--- config.mk ---
export PLATFORM = sky130hd
export DESIGN_NAME = spi_master
export DESIGN_NICKNAME = d
export VERILOG_FILES = /design/src/rtl/spi_master.sv
export SDC_FILE = /design/constraint.sdc
export NUM_CORES = 1
export LEC_CHECK = 0
export ABC_CLOCK_PERIOD_IN_PS = 1550
export CELL_PAD_IN_SITES_DETAIL_PLACEMENT = 0
export CELL_PAD_IN_SITES_GLOBAL_PLACEMENT = 2
export CORE_UTILIZATION = 30
export CTS_CLUSTER_DIAMETER = 100
export DETAILED_ROUTE_END_ITERATION = 8
export PLACE_DENSITY_LB_ADDON = 0.1
export SYNTH_ARGS = -nofsm -noshare
export SYNTH_HDL_FRONTEND = slang
export SYNTH_SLANG_ARGS = --single-unit
--- constraint.sdc ---
create_clock -name clk -period 1.55 [get_ports clk]
set_input_delay 0.31 -clock clk [delete_from_list [all_inputs] [get_ports clk]]
set_output_delay 0.31 -clock clk [all_outputs]
set_load 0.02 [all_outputs]
--- src/rtl/spi_master.sv ---
// Mode-0, MSB-first SPI master with a valid/ready byte stream in and a pulsed byte stream out.
// Define SPI_MASTER_LOOPBACK_EN to sample the internal MOSI register instead of MISO.
module spi_master #(
  parameter int CLK_DIV = 4
) (
  input  logic       clk,
  input  logic       rst,
  input  logic [7:0] tx_byte,
  input  logic       tx_last,
  input  logic       tx_valid,
  output logic       tx_ready,
  output logic [7:0] rx_byte,
  output logic       rx_valid,
  output logic       busy,
  output logic       SCK,
  output logic       SSEL,
  output logic       MOSI,
  input  logic       MISO
);

  localparam int DW = (CLK_DIV > 2) ? $clog2(CLK_DIV) : 1;

  typedef enum logic [2:0] {IDLE, LEAD, SHIFT, WAIT, TRAIL, GAP} state_t;

  state_t        state_q;
  logic [DW-1:0] div_q, div_d;
  logic [3:0]    bit_q;
  logic [6:0]    tx_sr_q;
  logic [7:0]    rx_sr_q, rx_byte_q;
  logic          last_q, sck_q, ssel_q, mosi_q, ready_q, rxv_q;
  logic          expire, rx_bit;

  assign expire = (div_q == DW'(CLK_DIV - 1));
  assign div_d  = expire ? '0 : div_q + 1'b1;

`ifdef SPI_MASTER_LOOPBACK_EN
  logic unused_miso;
  assign unused_miso = MISO;
  assign rx_bit      = mosi_q;
`else
  assign rx_bit      = MISO;
`endif

  always_ff @(posedge clk or posedge rst) begin
    if (rst) begin
      state_q   <= IDLE;
      div_q     <= '0;
      bit_q     <= '0;
      tx_sr_q   <= '0;
      rx_sr_q   <= '0;
      rx_byte_q <= '0;
      last_q    <= 1'b0;
      sck_q     <= 1'b0;
      ssel_q    <= 1'b1;
      mosi_q    <= 1'b0;
      ready_q   <= 1'b0;
      rxv_q     <= 1'b0;
    end else begin
      rxv_q <= 1'b0;
      case (state_q)
        IDLE: begin
          ready_q <= 1'b1;
          if (tx_valid && ready_q) begin
            tx_sr_q <= tx_byte[6:0];
            last_q  <= tx_last;
            mosi_q  <= tx_byte[7];
            ssel_q  <= 1'b0;
            ready_q <= 1'b0;
            div_q   <= '0;
            bit_q   <= '0;
            state_q <= LEAD;
          end
        end
        LEAD: begin
          div_q <= div_d;
          if (expire) state_q <= SHIFT;
        end
        SHIFT: begin
          div_q <= div_d;
          if (expire) begin
            if (!sck_q) begin
              sck_q   <= 1'b1;
              rx_sr_q <= {rx_sr_q[6:0], rx_bit};
              bit_q   <= bit_q + 4'd1;
            end else begin
              sck_q <= 1'b0;
              if (bit_q != 4'd8) begin
                mosi_q  <= tx_sr_q[6];
                tx_sr_q <= {tx_sr_q[5:0], 1'b0};
              end else begin
                rx_byte_q <= rx_sr_q;
                rxv_q     <= 1'b1;
                state_q   <= last_q ? TRAIL : WAIT;
              end
            end
          end
        end
        WAIT: begin
          // ready is held low during the rx_valid cycle so the two never coincide
          ready_q <= 1'b1;
          if (tx_valid && ready_q) begin
            tx_sr_q <= tx_byte[6:0];
            last_q  <= tx_last;
            mosi_q  <= tx_byte[7];
            ready_q <= 1'b0;
            div_q   <= '0;
            bit_q   <= '0;
            state_q <= SHIFT;
          end
        end
        TRAIL: begin
          div_q <= div_d;
          if (expire) begin
            ssel_q  <= 1'b1;
            state_q <= GAP;
          end
        end
        GAP: begin
          div_q <= div_d;
          if (expire) begin
            ready_q <= 1'b1;
            state_q <= IDLE;
          end
        end
        default: state_q <= IDLE;
      endcase
    end
  end

  assign tx_ready = ready_q;
  assign rx_byte  = rx_byte_q;
  assign rx_valid = rxv_q;
  assign busy     = (state_q != IDLE);
  assign SCK      = sck_q;
  assign SSEL     = ssel_q;
  assign MOSI     = mosi_q;

endmodule

==> flow_summary.ini, run 1 <==
[timing]
rsz0062_at_grt = true
worst_slack_ns = -0.0956
final_hold_viol_count = 0
setup_viol = 24
period_minus_slack_ns = 1.65
fin_crit_sh = 1.06
skew_ns = 0.00492
holdWs_ns = 0.372
max-slew-margin-rel = 0.782
fmax_ghz = 0.608
worst_pin_slew_ns = 0.323
maxSlewViolCount = 0

[setup_path]
cp_cell_sequence = buf_6, xnor2_4, and2_4, mux2_4, mux2_4
critPathTopFamily = multiplexers
worst_path_largest_cell_delay_ns = 0.42
path_class = reg2reg
r2r_cells = 5
critical_path_buf_inv_count = 1
crit_arrival_ns = 1.82
path_depth = 5
critPathMaxFanout = 7
crit_top_cell = mux2_4
slowest_stage = dfrtp_2
crit_path_start_kind = flip-flop
critPathRequiredTime_ns = 1.73
endpoint_kind = flip-flop

[logic_synthesis]
yosys_most_used_dff = dfrtp_1
synth_warnings = 0
yosysMostFrequentCell = dfrtp_1
ys_ff_latch = 38
avgSynthCellArea_um2 = 11.6
yosys-top-cells-count = dfrtp_1, mux2_2, nand2_1
yosysTopAreaCell = dfrtp_1
synth_top_area_share = 0.494
synth_area_um2 = 1870
syn-num-nets = 177
synthArstFlopShare = 1.00
synth_cell_types = 42
synth.area.top_cells = dfrtp_1, mux2_2, mux2_4, nand2_1, o21ai_0
syn_inst = 161
ys_seq_area_frac = 0.508
synth-edff-count = 0

[detailed_routing]
postRouteAntennaNets = 0
routedWlPerCell_um = 14.3
drt_iter0_drc = 59
firstDrtPassIters = 4
drt-vias-per-instance = 4.89
routed_wl_mm = 4.23
drc_errors = 0
via_count = 1444

[run_status]
violations = setup timing
status = finished, violations left

[pwr]
p_leak_nw = 1.28
combinationalPowerShare = 0.037
clkPwrFrac = 0.485
fin_total_pwr_mw = 2.10
switching_share = 0.196
ir_worst_vdd_v = 0.000496
seq_power_share = 0.479
p_sw_mw = 0.411
power-per-cell-area_nw_per_um2 = 768
p_int_mw = 1.69

[layout]
nets = 235
drive_gt1_frac = 0.427
post-route-util = 0.456
antennaDiodeCount = 0
final_area_um2 = 2730
areaGrowthSynthToFinish_pct = 45.8

[floorplan]
initial_core_util = 0.313
die_area_um2 = 6570
die_w_um = 81.0
ios = 27
core_area_um2 = 5990
die_y_um = 81.0
rows = 28

[global_routing]
grt_max_degree = 39
grt_pass1_vias = 1487
grt_pass1_wl_mm = 6.87
grt-ovfl-total = 0
antenna_found_initial = 0
grt_use_total = 0.141

[placement]
gp_congestion = 0.782
port_buffers = 26
dp_hpwl_mm = 2.93
post_dp_cell_area_um2 = 2520
place_ws_ns = -0.232

[clock_network]
ctsHoldBuffers = 0
numCtsBuffers = 5
cts_buffer_depth = 2
path_clk_slew_ns = 0.08
ctsRootBufferMaster = clkbuf_8
h-tree-depth = 2
clkLatencyLatePin_ns = 0.29
cts_tree = yes
cts.sinks = 38

[min_path]
holdCritPathClass = in2async

[job]
cap_viol_max_count = 0
-- sequential cells by signal, indices dropped and copies added (netlist names), 2 cells and up --
name	flops
div_q	2
bit_q	4
rx_byte	8
state_q	3
rx_sr_q	8
tx_sr_q	7
-- per-layer routing --
layer	GRT usage	vias up	wire, um
met5	0	-	0
met4	0.0482	0	52
met3	0.0371	6	133
met2	0.240	25	2130
met1	0.170	714	1910
li1	-	699	-
-- metrics by stage --
| stage | std cells | setup TNS (ns) |
|---|---|---|
| floorplan | 161 | -0.448 |
| global placement | 283 | -3.53 |
| detailed placement | 283 | -4.46 |
| CTS | 294 | -1.85 |
| global route | 295 | -2.90 |
| finish | 295 | -1.76 |
-- placed cells by master (no fill, tap or decap), types with 3 or more instances in the layout --
| cell type | netlist | layout |
|---|---|---|
| dfrtp_1 | 37 | 33 |
| buf_4 | 0 | 30 |
| mux2_2 | 24 | 16 |
| mux2_4 | 6 | 14 |
| clkdlybuf4s50_1 | 0 | 12 |
| dlygate4sd2_1 | 0 | 12 |
| nand2_1 | 12 | 11 |
| o21ai_0 | 8 | 8 |
| nor2_1 | 8 | 6 |
| inv_1 | 6 | 6 |
| a21oi_1 | 5 | 5 |
| clkbuf_8 | 0 | 5 |
| dfrtp_2 | 0 | 4 |
| nand3_1 | 5 | 4 |
| a221o_1 | 3 | 3 |
| buf_6 | 1 | 3 |
-- path summary, 6_finish.rpt --
path	start	end	slack, ns
min in group clk	rx_byte[5]$_DFFE_PP0P_	rx_byte[5]$_DFFE_PP0P_	0.50
max	state_q[0]$_DFFE_PP0P_	tx_sr_q[2]$_DFFE_PP0P_	-0.1
max in group asynchronous	rst	SSEL$_DFFE_PP1P_	0.92
min reg2reg	rx_byte[5]$_DFFE_PP0P_	rx_byte[5]$_DFFE_PP0P_	0.50
max reg2reg	state_q[0]$_DFFE_PP0P_	tx_sr_q[2]$_DFFE_PP0P_	-0.1
min	rst	tx_ready$_DFFE_PP0P_	0.37
-- layout make-up --
cell class / count / area [um^2]
Timing Repair Buffer: 60 / 537
Clock buffer: 5 / 68.8
Tap cell: 75 / 93.8
Sequential cell: 38 / 957
Inverter: 6 / 22.5
Multi-Input combinational cell: 108 / 985
Fill cell: 563 / 3260
Clock inverter: 3 / 68.8
-- power by group through the flow --
stage          Clock, mW  Sequential, mW  Combinational [mW]
2_1_floorplan          0            1.02              0.0291
3_3_place_gp           0            1.02              0.0768
3_5_place_dp           0            1.02              0.0788
4_1_cts             1.06            1.00              0.0798
5_1_grt             1.10            1.01              0.0842
6_report            1.02            1.00              0.0772
-- cells by family after synthesis --
group | share of synthesized area
AO/OA/AOI/OAI | 0.0988
XOR/XNOR | 0.00935
adder cells (fa/ha/maj) | 0.0200
buffers and inverters | 0.0347
flip-flops | 0.508
multiplexers | 0.198
AND/OR/NAND/NOR | 0.132
-- worst register-to-register path: stages (launching register included) --
cell	delay, ns
dfrtp_2	0.42
buf_6	0.14
xnor2_4	0.16
and2_4	0.24
mux2_4	0.31
mux2_4	0.26
-- timing repair --
action,CTS,global route
setup endpoints to repair,41,31
pin swaps,5,5
resized for setup,24,9
buffers inserted,3,2
gates cloned,0,0
(Power assumes the default switching activity.)
==> inputs of run 2 (changes only) <==
--- a/config.mk
+++ b/config.mk
@@ -12,6 +12,7 @@
 export CTS_CLUSTER_DIAMETER = 100
 export DETAILED_ROUTE_END_ITERATION = 8
 export PLACE_DENSITY_LB_ADDON = 0.1
+export SLEW_MARGIN = 20
 export SYNTH_ARGS = -nofsm -noshare
 export SYNTH_HDL_FRONTEND = slang
 export SYNTH_SLANG_ARGS = --single-unit
==> results of run 2 <==
The final DEF is identical to that of run 1; final timing and power are the same.
